[config.mk]
export PLATFORM = sky130hd
export DESIGN_NAME = rv_run_monitor
export DESIGN_NICKNAME = d
export VERILOG_FILES = /design/src/rtl/rv_mon_pkg.sv /design/src/rtl/rv_mon_fifo.sv /design/src/rtl/rv_run_monitor.sv
export SDC_FILE = /design/constraint.sdc
export NUM_CORES = 1
export LEC_CHECK = 0
export ABC_AREA = 1
export BUFFER_PORTS_ARGS = -buffer_cell sky130_fd_sc_hd__buf_2
export CAP_MARGIN = 10
export CORE_ASPECT_RATIO = 0.8
export CORE_MARGIN = 8
export CORE_UTILIZATION = 48
export CTS_CLUSTER_DIAMETER = 150
export DETAILED_ROUTE_END_ITERATION = 10
export HOLD_SLACK_MARGIN = 0.15
export PLACE_DENSITY = 0.77
export SETUP_SLACK_MARGIN = 0.5
export SYNTH_ARGS = -nofsm -noshare
export SYNTH_HDL_FRONTEND = slang
export SYNTH_HIERARCHICAL = 1
export SYNTH_SLANG_ARGS = --single-unit
[constraint.sdc]
create_clock -name clk -period 2.2 [get_ports clk]
set_clock_uncertainty 0.2 [all_clocks]
set_input_delay 0.22 -clock clk [delete_from_list [all_inputs] [get_ports clk]]
set_output_delay 0.22 -clock clk [all_outputs]
set_load 0.02 [all_outputs]
[src/rtl/rv_mon_pkg.sv]
// Shared definitions for the run monitor: run-state encoding and the
// default parameter values used by rv_run_monitor.
package rv_mon_pkg;

  // Run-state encoding, visible on the state output.
  typedef enum logic [1:0] {
    ST_IDLE    = 2'd0,
    ST_RUN     = 2'd1,
    ST_HALTED  = 2'd2,
    ST_TIMEOUT = 2'd3
  } run_state_e;

  localparam int DEF_XLEN        = 64;
  localparam int DEF_CNT_W       = 32;
  localparam int DEF_HALT_REPEAT = 4;
  localparam int DEF_MAX_CYCLES  = 1000;
  localparam int DEF_TRACE_DEPTH = 8;

endpackage

[src/rtl/rv_mon_fifo.sv]
// Store-trace FIFO. Valid/ready: an entry leaves when valid and ready are
// both high on a rising edge. A push into a full FIFO succeeds only if a pop
// happens on the same edge; otherwise it is dropped and overflow is set and
// held until reset or clear.
module rv_mon_fifo #(
  parameter int W     = 128,
  parameter int DEPTH = 8
) (
  input  logic         clk,
  input  logic         reset,
  input  logic         clear,
  input  logic         push,
  input  logic [W-1:0] push_data,
  input  logic         ready,
  output logic         valid,
  output logic [W-1:0] head,
  output logic         overflow
);

  localparam int AW = $clog2(DEPTH);

  logic [W-1:0] mem [DEPTH];
  logic [AW-1:0] rd_ptr;
  logic [AW-1:0] wr_ptr;
  logic [AW:0]   count;
  logic          full;
  logic          do_pop;
  logic          do_push;

  assign valid   = (count != '0);
  assign full    = (count == (AW+1)'(DEPTH));
  assign do_pop  = valid && ready;
  assign do_push = push && (!full || do_pop);
  assign head    = mem[rd_ptr];

  // Entry storage; written only on an accepted push.
  always_ff @(posedge clk) begin
    if (do_push) mem[wr_ptr] <= push_data;
  end

  // Pointers, occupancy and the sticky overflow flag.
  always_ff @(posedge clk) begin
    if (reset || clear) begin
      rd_ptr   <= '0;
      wr_ptr   <= '0;
      count    <= '0;
      overflow <= 1'b0;
    end else begin
      if (do_push) wr_ptr <= wr_ptr + 1'b1;
      if (do_pop)  rd_ptr <= rd_ptr + 1'b1;
      case ({do_push, do_pop})
        2'b10:   count <= count + 1'b1;
        2'b01:   count <= count - 1'b1;
        default: count <= count;
      endcase
      if (push && full && !do_pop) overflow <= 1'b1;
    end
  end

endmodule

[src/rtl/rv_run_monitor.sv]
// Run monitor for a RISC-V style core: watches the PC and write strobes,
// keeps saturating statistics, and detects halt (PC stuck for HALT_REPEAT
// cycles) or timeout (MAX_CYCLES RUN cycles). Halt wins over timeout.
// Optional store trace FIFO is built when RUN_MON_TRACE_EN is defined.
module rv_run_monitor
  import rv_mon_pkg::*;
#(
  parameter int XLEN        = DEF_XLEN,
  parameter int CNT_W       = DEF_CNT_W,
  parameter int HALT_REPEAT = DEF_HALT_REPEAT,
  parameter int MAX_CYCLES  = DEF_MAX_CYCLES,
  parameter int TRACE_DEPTH = DEF_TRACE_DEPTH
) (
  input  logic             clk,
  input  logic             reset,
  input  logic             start,
  input  logic [XLEN-1:0]  pc_out,
  input  logic             branchfinale,
  input  logic             regwrite,
  input  logic [4:0]       rd,
  input  logic             memwrite,
  input  logic [XLEN-1:0]  aluout,
  input  logic [XLEN-1:0]  readdata2,
`ifdef RUN_MON_TRACE_EN
  input  logic             trace_ready,
  output logic             trace_valid,
  output logic [XLEN-1:0]  trace_addr,
  output logic [XLEN-1:0]  trace_data,
  output logic             trace_overflow,
`endif
  output logic [1:0]       state,
  output logic [CNT_W-1:0] cycle_count,
  output logic [CNT_W-1:0] retired_count,
  output logic [CNT_W-1:0] branch_count,
  output logic [CNT_W-1:0] store_count,
  output logic [CNT_W-1:0] regwr_count,
  output logic             halted,
  output logic             timed_out
);

  if (HALT_REPEAT < 1 || HALT_REPEAT > 255) begin : g_bad_halt_repeat
    $error("HALT_REPEAT must be in 1..255");
  end
  if (TRACE_DEPTH < 2 || (TRACE_DEPTH & (TRACE_DEPTH - 1)) != 0) begin : g_bad_trace_depth
    $error("TRACE_DEPTH must be a power of two, at least 2");
  end

  run_state_e      st;
  logic [XLEN-1:0] prev_pc;
  logic [7:0]      repeat_cnt;
  logic [7:0]      repeat_next;
  logic            pc_same;
  logic            halt_hit;
  logic            timeout_hit;
  logic            arm;

  assign state = st;

  // Increment that sticks at all-ones instead of wrapping.
  function automatic logic [CNT_W-1:0] sat_inc(input logic [CNT_W-1:0] v,
                                               input logic en);
    return (en && (v != '1)) ? v + 1'b1 : v;
  endfunction

  // Halt/timeout detection for the current RUN cycle.
  always_comb begin
    pc_same     = (pc_out == prev_pc);
    repeat_next = pc_same ? repeat_cnt + 8'd1 : 8'd0;
    halt_hit    = pc_same && (repeat_next == 8'(HALT_REPEAT));
    timeout_hit = (cycle_count == CNT_W'(MAX_CYCLES - 1));
    arm         = start && (st != ST_RUN);
  end

  // Run-state FSM with counters and registered status flags.
  always_ff @(posedge clk) begin
    if (reset) begin
      st            <= ST_IDLE;
      prev_pc       <= '0;
      repeat_cnt    <= '0;
      cycle_count   <= '0;
      retired_count <= '0;
      branch_count  <= '0;
      store_count   <= '0;
      regwr_count   <= '0;
      halted        <= 1'b0;
      timed_out     <= 1'b0;
    end else begin
      case (st)
        ST_RUN: begin
          cycle_count   <= sat_inc(cycle_count, 1'b1);
          retired_count <= sat_inc(retired_count, !pc_same);
          branch_count  <= sat_inc(branch_count, branchfinale);
          store_count   <= sat_inc(store_count, memwrite);
          regwr_count   <= sat_inc(regwr_count, regwrite && (rd != 5'd0));
          prev_pc       <= pc_out;
          repeat_cnt    <= repeat_next;
          if (halt_hit) begin
            st     <= ST_HALTED;
            halted <= 1'b1;
          end else if (timeout_hit) begin
            st        <= ST_TIMEOUT;
            timed_out <= 1'b1;
          end
        end
        default: begin
          // IDLE, HALTED and TIMEOUT all re-arm identically on start.
          if (start) begin
            st            <= ST_RUN;
            prev_pc       <= pc_out;
            repeat_cnt    <= '0;
            cycle_count   <= '0;
            retired_count <= '0;
            branch_count  <= '0;
            store_count   <= '0;
            regwr_count   <= '0;
            halted        <= 1'b0;
            timed_out     <= 1'b0;
          end
        end
      endcase
    end
  end

`ifdef RUN_MON_TRACE_EN
  logic [2*XLEN-1:0] trace_head;

  rv_mon_fifo #(
    .W     (2 * XLEN),
    .DEPTH (TRACE_DEPTH)
  ) u_trace_fifo (
    .clk       (clk),
    .reset     (reset),
    .clear     (arm),
    .push      ((st == ST_RUN) && memwrite),
    .push_data ({aluout, readdata2}),
    .ready     (trace_ready),
    .valid     (trace_valid),
    .head      (trace_head),
    .overflow  (trace_overflow)
  );

  assign trace_addr = trace_head[2*XLEN-1:XLEN];
  assign trace_data = trace_head[XLEN-1:0];
`else
  logic unused_trace;
  assign unused_trace = ^{aluout, readdata2, arm};
`endif

endmodule

After elaboration in Yosys (flattened, before gate mapping)
Cells that the tools add are included.
{ "classes": {"addsub": 6, "eq_ne": 18, "n_mux": 26, "n_reduce_logical": 17} }
{ "ops": {"columns": ["cell", "n"], "rows": [
  ["2-to-1 mux 32 bit", 11],
  ["adder 32 x 1 -> 32 bit, second input constant", 5],
  ["!= test 32 bit, second input constant", 5],
  ["2-to-1 mux 64 bit", 2],
  ["equality test 64 bit", 1],
  ["equality test 32 x 10 -> 1 bit, second input constant", 1],
  ["2-to-1 mux 8 bit", 3],
  ["!= test 2 bit, second input constant", 8],
  ["AND reduction 2 bit", 7],
  ["adder 8 x 1 -> 8 bit, second input constant", 1],
  ["equality test 8 x 3 -> 1 bit, second input constant", 1],
  ["2-to-1 mux 2 bit", 4],
  ["logical AND 1 bit", 6],
  ["2-to-1 mux 1 bit", 6],
  ["nonzero test 5 bit", 1],
  ["!= test 3 bit, second input constant", 1],
  ["AND reduction 3 bit", 1],
  ["equality test 2 x 1 -> 1 bit, second input constant", 1],
  ["nonzero test 2 bit", 1],
  ["logical NOT 1 bit", 1]
]} }
{ "totals": {"regBits": 236, "inputBits": 203, "out_inout_bits": 164, "elab_cells": 77} }

Logic depth before layout (Yosys ltp)
Gate-level depths: netlist (run 1).
{ "depth": {"word_depth": 6, "ltp_mapped": 15, "ltp_nobuf": 15} }

Worst setup path before layout (run 1)
OpenSTA, ideal clock, no wires.
{ "synth_timing": {"path_type": "reg-to-reg", "from": "register retired_count[0]", "to": "register retired_count[2]", "setup_time_ns": 0.117, "t_arrival_ns": 2.026, "t_required_ns": 1.883, "setup_slack_ns": -0.143, "path_stages_with_launch": 14, "path_buffers": 1, "synth_period_minus_slack_ns": 2.343, "path_cell_list": "dfxtp_1 ha_1 nand2_1 nor2_4 nand2_2 nor2_4 nand3_2 nor3_4 nand4_4 nand2_4 nand2_2 buf_6 a21oi_1 nor2_1"} }
{ "synth_via": {"elab_chain_cells": 4, "word_cells_on_any_way": 7, "classes_between": "1 x add/sub; 2 x eq/ne; 2 x mux; 2 x reduce/logical"} }
{ "synth_rtl": {"columns": ["item", "line_no", "rtl"], "rows": [
  ["start: declaration", "rv_run_monitor.sv:33", "output logic [CNT_W-1:0] retired_count,"],
  ["start signal: assignment", "rv_run_monitor.sv:91", "retired_count <= sat_inc(retired_count, !pc_same);"],
  ["branches (longest 4 deep; another with adder 32 x 1 -> 32 bit)", null, null]
]} }
Several ways; the timed one is not identified. The select of a mux whose other input is x is not followed.
A chain may end at the register's enable or synchronous reset.

Worst setup path in the final report (run 1)
{ "layout_timing": {"from": "register prev_pc[23]", "to": "register retired_count[1]"} }
{ "layout_via": {"elab_chain_cells": 5} }
{ "layout_rtl": {"columns": ["item", "line_no", "rtl"], "rows": [
  ["start: declaration", "rv_run_monitor.sv:49", "logic [XLEN-1:0] prev_pc;"],
  ["start signal: assignment", "rv_run_monitor.sv:95", "prev_pc <= pc_out;"],
  ["start signal: assignment", "rv_run_monitor.sv:109", "prev_pc <= pc_out;"],
  ["equality test 64 bit", "rv_run_monitor.sv:67", "pc_same = (pc_out == prev_pc);"],
  ["logical NOT 1 bit", "rv_run_monitor.sv:91", null],
  ["logical AND 1 bit", "rv_run_monitor.sv:62", "return (en && (v != '1)) ? v + 1'b1 : v;"],
  ["!= test 2 bit (no line)", null, null],
  ["AND reduction 2 bit (no line)", null, null]
]} }
Every way passes these cells.

==> results of run 1 <==
worst max-delay path: cells and delay by family (launching register included):
family | cells | cell delay (ps)
and+or+nand+nor | 9 | 1020
DFF | 1 | 340
buffers and inverters | 2 | 300
xor gates and xnor gates | 1 | 220
AOI/OAI and AO/OA | 1 | 140
stage by stage:
step	cell area, µm²	TNS, ps	hold WS, ps	utilization, %	instances
2_1_floorplan	13850	0	186.7	-	1944
3_3_place_gp	15750	0	237.6	59.81	2555
3_5_place_dp	15750	-197.3	240.0	59.81	2555
4_1_cts	19960	0	133.1	75.80	2836
5_1_grt	21990	-7582	160.6	83.53	2917
6_report	21990	-2197	126.7	83.54	2918
layout by cell type (no fill, tap or decap), types with 39 or more instances in the layout:
cell type        n
a21oi_1        102
a21oi_2         55
buf_2          238
buf_4          225
buf_6           56
dfxtp_1        122
dfxtp_2         48
dfxtp_4         66
dlygate4sd3_1   67
inv_1          143
inv_2           40
nand2_1        327
nand2_2         65
nand2_4         41
nand3_1         55
nand3_2         39
nand4_1         62
nor2_1         189
nor2_4          43
o21ai_0         67
xnor2_1         45
cell type report:
| class | instances | area, µm² | area share, % |
|---|---|---|---|
| Timing Repair Buffer | 620 | 4905 | 22.30 |
| Tap cell | 357 | 446.7 | 2.031 |
| Multi-Input combinational cell | 1443 | 9723 | 44.21 |
| Inverter | 204 | 908.4 | 4.130 |
| Antenna cell | 5 | 12.51 | 0.05689 |
| Timing Repair inverter | 5 | 66.31 | 0.3015 |
| Clock inverter | 13 | 123.9 | 0.5632 |
| Clock buffer | 35 | 775.7 | 3.527 |
| Sequential cell | 236 | 5032 | 22.88 |
power by group through the flow:
stage | clock [µW] | combinational [µW] | sequential [µW]
final | 4710 | 2720 | 4470
after global routing | 4890 | 2830 | 4470
after CTS | 4640 | 2170 | 4470
after detailed placement | 0 | 1390 | 4580
after global placement | 0 | 1360 | 4570
after floorplan | 0 | 994 | 4590
logic make-up (layout without fill, tap and decap cells):
logic type | after synthesis | count (layout) | synth area share [%]
xor gates and xnor gates | 83 | 83 | 5.633
other | 0 | 5 | 0
buffers and inverters | 270 | 877 | 8.376
adders and majority gates | 6 | 6 | 0.5817
AOI/OAI and AO/OA | 315 | 315 | 13.03
DFF | 236 | 236 | 36.61
and+or+nand+nor | 1034 | 1039 | 35.77
metal layers:
| metal | up-vias | track usage, % | wire (µm) |
|---|---|---|---|
| li1 | 7640 | - | - |
| met1 | 8220 | 38.07 | 22440 |
| met2 | 1444 | 52.73 | 30050 |
| met3 | 463 | 6.650 | 6861 |
| met4 | 2 | 15.23 | 4763 |
| met5 | - | 0 | 15 |
flip-flops by register name (all words and copies together) (netlist names):
signal and count:
timed_out 1, repeat_cnt 8, state 2, regwr_count 32, prev_pc 64, cycle_count 32, branch_count 32, store_count 32
halted 1, retired_count 32
worst paths after layout:
path / start / endpoint / slack [ps] / cells past startpoint
worst max-delay path: prev_pc[23] / retired_count[1] / -100 / 13
worst min-delay path: start / cycle_count[11] / 130 / 6
worst max register to register: prev_pc[23] / retired_count[1] / -100 / 13
worst min register to register: timed_out / timed_out / 250 / 2
repair_timing:
item | in CTS | in global routing
hold buffers | 67 | 0
setup buffers | 147 | 77
pin swaps | 122 | 173
resized for setup | 314 | 364
endpoints found under the hold margin | 116 | 0
cloned | 19 | 0
endpoints found under the setup margin | 211 | 229
==> flow_summary_export.csv, run 1 <==
group,metric,value,unit
timing,grt_setup_unrepaired,"yes",
routing,via_per_inst,6.089,
cts,clock_latency,560,ps
setup_path,endpoint_kind,"flop",
grt,globalRouteTotalUtil,31.48,%
placed_design,place_congestion,0.9527,
timing,slew_violations,0,
synthesis,yosys-top-cells-area,"dfxtp_1, nand2_1, nor2_1",
min_path,hold_path_class,"primary input to flop",
floorplanning,die_w,199.3,µm
setup_path,worstPathRequired,2470,ps
routing,num_vias,17769,
routing,drtAntennaViolNets,0,
final_layout,drive_gt1_share,48.40,%
timing,min_period_over_period,104.4,%
synthesis,synth-main-ff-cell,"dfxtp_1",
cts,cts_tree,"built",
synthesis,yosysMostFrequentCell,"nand2_1",
synthesis,synth_edf_count,0,
cts,cts_root_buf,"clkbuf_16",
grt,first_global_vias,16218,
cts,clkTransAtPathRegs,60,ps
synthesis,yosysSeqAreaShare,36.61,%
grt,grt_overflow_total,0,
pwr,p_sw_share,30.99,%
timing,max_slew_margin,62.74,%
pwr,internal_power,8214,µW
floorplanning,num_rows,53,
synthesis,synthesis.nets,2153,
final_layout,fill_cells,1416,
final_layout,nets,2745,
setup_path,cpPeakStageDelay,340,ps
synthesis,synth_top_area_cell,"dfxtp_1",
grt,antenna_found_initial,5,
placed_design,place_hpwl,30.94,mm
grt,grt_max_degree,73,
timing,clock.fmax,0.4355,GHz
synthesis,ys.warnings.count,6,
synthesis,async_flop_share,0,%
pwr,peakVddDrop,728.1,µV
synthesis,synth-seq-cells,236,
final_layout,area_growth,70.41,%
placed_design,port_buffers,238,
floorplanning,fp.dieH,162.7,µm
routing,wl_per_cell,21.98,µm
routing,first_iter_violations,1930,
pwr,leakagePower,0.009454,µW
run_status,status,"finished, violations left",
routing,drc,0,
synthesis,synth_commonest_cells,"nand2_1, nor2_1, dfxtp_1, inv_1, a21oi_1",
setup_path,critPathSlowestCell,"dfxtp_1",
pwr,power.total,11900,µW
timing,layout_setup_ws,-96.15,ps
setup_path,crit_fanout,8,
synthesis,syn_area,0.01291,mm²
placed_design,post-place-ws,-27.38,ps
routing,first_pass_iters,6,
pwr,combPwrFrac,22.9,%
synthesis,synthCells,1944,
timing,period_needed,2296,ps
synthesis,synth.top_cell.area_share,36.61,%
run_status,violations,"negative setup slack",
floorplanning,io_pins,367,
cts,cts_buffers,26,
cts,cts_buffer_depth,3,
synthesis,syn_area_per_cell,6.639,µm²
pwr,p_per_area,541.2,mW/mm²
floorplanning,start_util,49.02,%
job,cap_violations,0,
synthesis,synth_cell_type_count,50,
routing,drt-total-wl,64.13,mm
timing,worstMarginPinSlew,553.8,ps
setup_path,crit_chain,"xnor2_1 -> nand2_1 -> nor2_1 -> nand2_1 -> nor2_2 -> nand2_2 -> nor2_4 -> nor2_4 -> buf_12 -> nand2_8 -> buf_12 -> nand3_2 -> a21oi_2",
pwr,seqPwrFrac,37.5,%
timing,final-hold-violation-count,0,
timing,setup_violations,45,
cts,clock-sinks,236,
floorplanning,design.core.area,0.02633,mm²
pwr,p_sw,3689,µW
grt,grt_pass1_wl,83.85,mm
cts,htree_levels,1,
setup_path,start_kind,"flop",
setup_path,cp.arrival,2560,ps
setup_path,worstSetupPathType,"flop to flop",
pwr,clockPowerShare,39.6,%
floorplanning,die-area,0.03242,mm²
Power figures use the tool's default switching activity.
==> run 2: changes to the inputs <==
--- a/config.mk
+++ b/config.mk
@@ -5,16 +5,15 @@
 export SDC_FILE = /design/constraint.sdc
 export NUM_CORES = 1
 export LEC_CHECK = 0
-export ABC_AREA = 1
 export BUFFER_PORTS_ARGS = -buffer_cell sky130_fd_sc_hd__buf_2
 export CAP_MARGIN = 10
 export CORE_ASPECT_RATIO = 0.8
 export CORE_MARGIN = 8
-export CORE_UTILIZATION = 48
+export CORE_UTILIZATION = 46
 export CTS_CLUSTER_DIAMETER = 150
 export DETAILED_ROUTE_END_ITERATION = 10
 export HOLD_SLACK_MARGIN = 0.15
-export PLACE_DENSITY = 0.77
+export PLACE_DENSITY = 0.76
 export SETUP_SLACK_MARGIN = 0.5
 export SYNTH_ARGS = -nofsm -noshare
 export SYNTH_HDL_FRONTEND = slang
==> run 2 against run 1 <==
Compared with the run above: largest cell class unchanged; highest routed layer is now met4; critical path depth shrank 2; the run still ends with negative setup slack left; critical endpoint is now retired_count[20]; clock power shrank 6.4%; largest power group is now sequential cells; fmax shrank 12%; critical path type unchanged.
==> flow_summary_export.csv, run 2 <==
group,metric,value,unit
grt,grt_overflow_total,0,
final_layout,regMostFlops,"prev_pc",
final_layout,drive_gt1_share,50.42,%
placed_design,place_congestion,0.8698,
floorplanning,fp.dieH,156.6,µm
timing,clock.fmax,0.3835,GHz
cts,clkTransAtPathRegs,60,ps
synthesis,yosysMostFrequentCell,"dfxtp_1",
final_layout,layout_common_cells,"buf_4, buf_2, nand2_1",
job,cap_violations,0,
synthesis,synth.top_cell.area_share,41.56,%
timing,layout_setup_ws,-407.5,ps
timing,final-hold-violation-count,0,
final_layout,largest_register_ffs,64,
pwr,internal_power,7572,µW
grt,antenna_found_initial,1,
cts,htree_levels,1,
timing,slew_violations,0,
run_status,status,"finished, violations left",
setup_path,crit_fanout,7,
grt,grtUsageMet1,35.43,%
final_layout,fill_cells,1342,
pwr,combPwrFrac,15.1,%
cts,cts_buffer_depth,3,
setup_path,critPathSlowestCell,"nor4_2",
floorplanning,die_w,191.8,µm
routing,drt-total-wl,51.24,mm
cts,clock-sinks,236,
floorplanning,design.core.area,0.02431,mm²
setup_path,worstSetupPathType,"flop to flop",
synthesis,synth_commonest_cells,"dfxtp_1, nand2_1, nor2_1, a21oi_1, xnor2_1",
grt,globalRouteTotalUtil,28.15,%
pwr,p_sw_share,27.12,%
cts,cts_buffers,26,
final_layout,multiInputGateArea,0.008184,mm²
synthesis,yosysSeqAreaShare,41.56,%
synthesis,syn_area,0.01137,mm²
grt,met2_usage,46.60,%
grt,grt_pass1_wl,69.39,mm
setup_path,crit_chain,"xnor2_1 -> nand4_1 -> nor4_2 -> buf_4 -> nand4_1 -> buf_6 -> nand2_8 -> buf_12 -> buf_16 -> nand3_2 -> a31oi_1",
final_layout,area_growth,72.53,%
setup_path,cp.arrival,2860,ps
routing,via_per_inst,5.954,
pwr,peakVddDrop,556.8,µV
routing,drtAntennaViolNets,0,
pwr,clockPowerShare,42.4,%
floorplanning,io_pins,367,
synthesis,synth_edf_count,0,
placed_design,place_hpwl,27.31,mm
synthesis,synth-seq-cells,236,
grt,first_global_vias,13357,
setup_path,cpPeakStageDelay,440,ps
synthesis,yosys-top-cells-area,"dfxtp_1, xnor2_1, nand2_1",
cts,cts_tree,"built",
synthesis,synth_top_area_cell,"dfxtp_1",
timing,setup_violations,85,
synthesis,synthesis.nets,1614,
pwr,p_sw,2818,µW
grt,use_met3,5.405,%
timing,grt_setup_unrepaired,"yes",
routing,wl_per_cell,21.83,µm
pwr,leakagePower,0.008084,µW
setup_path,endpoint_kind,"flop",
pwr,power.total,10390,µW
synthesis,async_flop_share,0,%
timing,min_period_over_period,118.5,%
cts,cts_root_buf,"clkbuf_16",
synthesis,synth_cell_type_count,69,
final_layout,final_common_cell,"buf_4",
synthesis,synthCells,1405,
synthesis,syn_area_per_cell,8.091,µm²
floorplanning,die-area,0.03003,mm²
cts,clock_latency,540,ps
timing,max_slew_margin,8.934,%
setup_path,worstPathRequired,2460,ps
final_layout,regArea,0.004987,mm²
floorplanning,num_rows,51,
final_layout,nets,2217,
routing,first_pass_iters,5,
grt,top_usage_layer,"met2",
synthesis,synth-main-ff-cell,"dfxtp_1",
setup_path,start_kind,"flop",
pwr,p_per_area,529.7,mW/mm²
setup_path,cp_common_cell,"nand4_1",
timing,worstMarginPinSlew,1366,ps
final_layout,final_core_util,80.68,%
synthesis,ys.warnings.count,6,
grt,grt_max_degree,72,
pwr,seqPwrFrac,42.4,%
min_path,hold_path_class,"primary input to flop",
run_status,violations,"negative setup slack",
floorplanning,start_util,46.76,%
timing,period_needed,2607,ps
routing,drc,0,
routing,first_iter_violations,1407,
routing,num_vias,13974,
placed_design,port_buffers,238,
placed_design,post-place-ws,-221.5,ps
==> run 2: critical path, delay by kind of cell (launching register included) <==
kind	cells	cell delay, ps
simple gates	5	960
flops	1	340
buf+inv	4	630
xor+xnor	1	230
compound gates	1	150
==> run 2: final timing paths <==
path	from	endpoint	slack, ps	depth (start not counted)
worst max register to register	prev_pc[17]	retired_count[20]	-410	11
worst min register to register	prev_pc[1]	prev_pc[1]	270	2
worst min-delay path	start	retired_count[9]	170	5
worst max-delay path	prev_pc[17]	retired_count[20]	-410	11
==> run 2: what timing repair did <==
action                                  4_1_cts  5_1_grt
gates resized for setup                     194      187
pin swaps                                   156      149
endpoints found under the setup margin      236      242
endpoints found under the hold margin       108        4
buffers inserted                             75       46
hold buffers                                 69        1
gates cloned                                  8        5
==> run 2: power by group through the flow <==
| stage | Clock [µW] | Combinational [µW] | Sequential (µW) |
|---|---|---|---|
| 3_3_place_gp | 0 | 932 | 4480 |
| 3_5_place_dp | 0 | 951 | 4490 |
| 2_1_floorplan | 0 | 572 | 4500 |
| 5_1_grt | 4610 | 1640 | 4410 |
| 4_1_cts | 4390 | 1330 | 4400 |
| 6_report | 4410 | 1570 | 4410 |
==> run 2: metal layers <==
layer  vias up  wire length [µm]
met2       899             24470
met1      6659             19190
met4         0              2581
li1       6195                 -
met3       221              4996
met5         -                 0
==> run 2: kinds of logic after synthesis <==
kind of cell	after synthesis	share of synthesized area, %
muxes	9	0.8474
buffers and inverters	94	3.291
AOI/OAI and AO/OA	224	12.13
xor gates and xnor gates	158	12.17
adders and majority gates	6	0.6603
and+or+nand+nor	678	29.34
DFF	236	41.56
==> run 2: layout make-up <==
cell class                 instances  area share [%]
timing repair buffer             646           26.13
sequential                       236           25.43
multi-input combinational       1078           41.73
inverter                          20          0.3828
tap                              318           2.029
antenna                            2         0.02552
clock buffer                      41           4.127
clock inverter                     6          0.1531
==> run 2: per-stage QoR <==
step | hold WS [ps] | TNS (ps) | cells | cell area (µm²)
floorplan | 152.9 | -3156 | 1405 | 12300
global placement | 237.5 | -6462 | 2094 | 15130
detailed placement | 238.8 | -8273 | 2094 | 15130
CTS | 45.94 | -4305 | 2293 | 18330
global route | 207.1 | -23450 | 2346 | 19610
finish | 174.5 | -21430 | 2347 | 19610
